**src/rtl/mux_tree_pipe.sv**
```systemverilog
`timescale 1ns/1ps
// mux_tree_pipe: pipelined N-to-1 selector built from registered 4:1 levels,
// all levels sharing one advance enable derived from the output handshake.
module mux_tree_pipe #(
    parameter int WIDTH  = 8,
    parameter int NUM_IN = 32,
    parameter int SEL_W  = $clog2(NUM_IN),
    parameter int LEVELS = (SEL_W + 1) / 2
) (
    input  logic                    clk,
    input  logic                    rst_n,
    input  logic [NUM_IN*WIDTH-1:0] din,
    input  logic [SEL_W-1:0]        sel,
    input  logic                    in_valid,
    output logic                    in_ready,
    output logic [WIDTH-1:0]        dout,
    output logic                    out_valid,
    input  logic                    out_ready,
    output logic                    sel_err
);
    localparam int SW  = 2 * LEVELS;
    localparam int PAD = 1 << SW;
    localparam logic [SEL_W:0] NUM_IN_V = NUM_IN[SEL_W:0];

    logic             en;
    logic [SW-1:0]    sel_x;
    logic             err_in;
    logic [WIDTH-1:0] pad [PAD];

    // Select is zero-extended to whole 2-bit digits, so an odd-width top
    // level degenerates to a 2:1 choice.
    assign sel_x  = SW'(sel);
    assign err_in = ({1'b0, sel} >= NUM_IN_V);

    for (genvar k = 0; k < PAD; k++) begin : g_pad
        if (k < NUM_IN) begin : g_real
            assign pad[k] = din[k*WIDTH +: WIDTH];
        end else begin : g_fill
            assign pad[k] = din[WIDTH-1:0];
        end
    end

    for (genvar l = 0; l < LEVELS; l++) begin : g_lvl
        localparam int CNT = 1 << (2 * (LEVELS - 1 - l));
        localparam int RW  = 2 * (LEVELS - 1 - l);

        logic [WIDTH-1:0] src  [4*CNT];
        logic [WIDTH-1:0] nxt  [CNT];
        logic [WIDTH-1:0] data [CNT];
        logic [RW+1:0]    s_in;
        logic             v_in;
        logic             e_in;
        logic             vld;
        logic             err;

        if (l == 0) begin : g_src
            assign src  = pad;
            assign s_in = sel_x;
            assign v_in = in_valid;
            assign e_in = err_in;
        end else begin : g_src
            assign src  = g_lvl[l-1].data;
            assign s_in = g_lvl[l-1].g_rs.rsel;
            assign v_in = g_lvl[l-1].vld;
            assign e_in = g_lvl[l-1].err;
        end

        for (genvar j = 0; j < CNT; j++) begin : g_mux
            assign nxt[j] = s_in[1] ? (s_in[0] ? src[4*j+3] : src[4*j+2])
                                    : (s_in[0] ? src[4*j+1] : src[4*j]);
        end

        always_ff @(posedge clk or negedge rst_n) begin
            if (!rst_n) begin
                vld  <= 1'b0;
                err  <= 1'b0;
                data <= '{default: '0};
            end else if (en) begin
                vld  <= v_in;
                err  <= e_in;
                data <= nxt;
            end
        end

        // Remaining select digits travel with the beat for the levels above.
        if (RW > 0) begin : g_rs
            logic [RW-1:0] rsel;
            always_ff @(posedge clk or negedge rst_n) begin
                if (!rst_n) begin
                    rsel <= '0;
                end else if (en) begin
                    rsel <= s_in[RW+1:2];
                end
            end
        end
    end

    assign en        = out_ready | ~out_valid;
    assign in_ready  = en;
    assign out_valid = g_lvl[LEVELS-1].vld;
    assign sel_err   = g_lvl[LEVELS-1].err;
    assign dout      = g_lvl[LEVELS-1].data[0];

endmodule
```
**config.mk**
```make
export PLATFORM = sky130hd
export DESIGN_NAME = mux_tree_pipe
export DESIGN_NICKNAME = d
export VERILOG_FILES = /design/src/rtl/mux_tree_pipe.sv
export SDC_FILE = /design/constraint.sdc
export NUM_CORES = 1
export LEC_CHECK = 0
export ABC_AREA = 1
export CORE_MARGIN = 1
export CORE_UTILIZATION = 46
export DETAILED_ROUTE_END_ITERATION = 8
export PLACE_DENSITY = 0.93
export SLEW_MARGIN = 5
export SYNTH_ARGS = -nofsm -noshare
export SYNTH_HDL_FRONTEND = slang
export SYNTH_SLANG_ARGS = --single-unit
```
**constraint.sdc**
```tcl
create_clock -name clk -period 1.4 [get_ports clk]
set_input_delay 0.28 -clock clk [delete_from_list [all_inputs] [get_ports clk]]
set_output_delay 0.28 -clock clk [all_outputs]
set_load 0.01 [all_outputs]
```
# Word level (Yosys, flattened, before mapping)
# Index checks and enable logic that the tools add are counted.
# W data, S select, Z words.
[word_totals] ff_bits=95 output_inout_bits=11
[op_classes] n_mux=31 bitwise=2
[op_table] operator="$mux W8" n=31
[op_table] operator="$not A1 Y1" n=1
[op_table] operator="$or A1 B1 Y1" n=1

# Longest topological paths before layout
[depth] ltp_word=2 ltp_mapped=8 depth_no_buf=6

# Worst setup path after synthesis
# Ideal clock, no wire load.
[synth_path] path_type="register -> output" from="register g_lvl[2].vld (netlist: out_valid)" to="output in_ready" arrival_ps=877 path_slack_ps=243 stages_incl_launch_ff=5 n_path_buf=1 cell_sequence="dfrtp_1 inv_1 nor2_4 inv_2 buf_2"
[synth_via] elab_chain_len=2
[synth_lines] item="start, declared" line_no="53" rtl="logic vld;"
[synth_lines] item="start signal, assigned" line_no="79" rtl="vld <= v_in;"
[synth_lines] item="$not A1 Y1" line_no="98" rtl="assign en = out_ready | ~out_valid;"
[synth_lines] item="$or A1 B1 Y1" line_no="98"
[synth_lines] item="end, declared" line_no="15" rtl="output logic in_ready,"
# Every way passes these cells.

# Worst setup path in the final report
# Same ends and word-level chain as after synthesis.

==> results.json <==
{
  "nFillCells": 1332,
  "cp-start-kind": "register",
  "ir_drop_mv": 0.686,
  "pre_cts_ws_ps": -290,
  "clock-root-buffer": "clkbuf_16",
  "grt_max_degree": 88,
  "grt_overflow": 0,
  "fin_crit_ps": 1360,
  "slew_violations": 0,
  "syn_inst": 1353,
  "drive_gt1_share_pct": 3.01,
  "area_delta_synth_final_pct": 42.8,
  "n_antenna_cell": 0,
  "topRoutingLayerUsed": "met4",
  "critPathKind": "register to primary output",
  "drc": 0,
  "worst_setup_path_end_kind": "primary output",
  "h-tree-depth": 3,
  "via_count": 8304,
  "yosys.cell_types.count": 16,
  "final_cells": 1810,
  "maxCapViolCount": 0,
  "wl_met1_um": 8820,
  "ys_warn_count": 0,
  "cts_tree": "done",
  "routed_wl_um": 20900,
  "grt_usage_pct": 25.2,
  "syn-cell-area_um2": 7450,
  "hpwl_um": 15600,
  "ys_seq_area_share_pct": 31.9,
  "wl_met2_um": 10000,
  "dieArea_um2": 16700,
  "postLayoutCoreUtil_pct": 67.2,
  "path_max_fanout": 2,
  "core_um2": 15800,
  "fp.dieH_um": 129,
  "fp-row-count": 46,
  "hold_path_class": "input port to asynchronous set/reset pin",
  "finalCritPeriodShare_pct": 97.3,
  "ioPinCount": 276,
  "grt_pass1_wl_um": 33900,
  "cts.sinks": 95,
  "yosysTopAreaCell": "nand2_1",
  "vias_per_cell": 4.59,
  "max_freq_mhz": 734,
  "post_cts_buffers": 0,
  "finalWorstSetupSlack_ps": 37.1,
  "r2r_start": "out_valid",
  "report.final.setup_viol": 0,
  "grt_pass1_vias": 7641,
  "die_x_um": 129,
  "p_per_area_nw_per_um2": 1030,
  "post-place-cells": 1793,
  "hold-worst-slack_ps": 409,
  "final.setup.tns_ps": 0,
  "status": "completed",
  "finalHoldViolations": 0,
  "skew_ps": 9.76,
  "power.leakage_nw": 6.42,
  "dr.pass1.iters": 5,
  "cts_buffers": 9,
  "multi_input_area_um2": 3420,
  "antenna_found_initial": 0,
  "clk_pin_slew_ps": 70,
  "synth_top_area_share_pct": 33.3,
  "place_congestion": 0.825,
  "postSynthAreaPerCell_um2": 5.51,
  "reg2reg_depth": 6,
  "nets": 1854,
  "drtIter0Drc": 619,
  "critPathRequiredTime_ps": 1120,
  "worstReg2RegEnd": "g_lvl[1].g_rs.rsel[0]",
  "wl_met3_um": 1420,
  "insertion_delay_ps": 340,
  "drtAntennaViolNets": 0,
  "worstPathArrival_ps": 1080,
  "seqCellArea_um2": 2380,
  "portBuffers": 274,
  "synthTopCellsByArea": "nand2_1 33%, dfrtp_1 32%, inv_1 17%",
  "cts_buffer_depth": 2,
  "rrSetupSlack_ps": 100,
  "synth-seq-cells": 95,
  "syn_nets": 1618,
  "rsz0062_at_grt": "false",
  "wire_per_inst_um": 11.5,
  "initial_core_util_pct": 47.1
}
[worst max-delay path, cell delays in order, from the launching register on]
cell and delay (ps):
dfrtp_1 370, inv_2 50, nor2_4 120, clkinv_2 70, buf_2 140
[Yosys cell counts]
library cell,count
o21ai_1,3
nand3_1,160
nor2_1,8
nor2_4,1
buf_1,3
inv_1,331
buf_4,18
buf_2,36
nand2_1,661
a21oi_1,8
clkbuf_1,15
dfrtp_1,95
buf_6,1
o21ai_0,8
inv_2,4
conb_1,1
[cell families after synthesis]
group,Yosys count,synth area share [%]
AO/OA/AOI/OAI,19,1.28
buffers and inverters,408,22.2
flip-flops,95,31.9
other,1,0.0503
AND/OR/NAND/NOR,830,44.6
[per-stage QoR]
stage / total power, mW / area, um^2
4_1_cts: 11.0 / 10600
3_3_place_gp: 8.41 / 10300
3_5_place_dp: 8.57 / 10300
5_1_grt: 11.8 / 10600
2_1_floorplan: 6.70 / 7450
6_report: 10.9 / 10600
[metal layers]
metal	vias up	global-route usage, %
met3	46	3.63
met5	-	0
li1	4322	-
met4	0	10.6
met2	280	44.1
met1	3656	31.0
[repair_timing]
action / CTS / global route
resized for setup: 12 / 4
hold endpoints to repair: 24 / 0
pin swaps: 0 / 1
endpoints found under the setup margin: 10 / 2
hold buffers: 1 / 0
[how the worst max path moves through the flow]
stage / to / slack, ps / from / cells after the start
after global placement: in_ready / -280 / out_ready / 4
final: in_ready / 40 / out_valid / 4
after detailed placement: in_ready / -290 / out_ready / 4
after CTS: in_ready / -40 / out_valid / 4
after floorplan: in_ready / 240 / out_valid / 4
after global routing: in_ready / 10 / out_valid / 4
[placed cells by master, fill, tap and decap left out, drive strengths merged]
master and count:
clkinv 2, clkinvlp 2, buf 27, clkdlybuf4s50 261, clkbuf 10, dfrtp 95, bufinv 1, inv 336
o21ai 11, dlygate4sd2 9, nand2 661, nor2 9, nand3 160, dlygate4sd3 1, a21oi 8, conb 1
[registers in the layout (all words and copies together) (netlist names)]
signal           flops
g_lvl.data          80
out_valid            1
g_lvl.vld            2
g_lvl.g_rs.rsel      4
dout                 8
[where the power goes]
part           switching, mW  internal [mW]
clock network           1.05           1.39
logic                   2.46           1.91
registers              0.496           3.62
[cell type report]
class | count | area share [%]
multi-input combinational | 850 | 32.2
timing repair buffer | 298 | 28.3
sequential | 95 | 22.3
inverter | 335 | 11.9
tap | 216 | 2.54
clock buffer | 10 | 2.15
clock inverter | 6 | 0.635
Power figures use the tool's default switching activity.
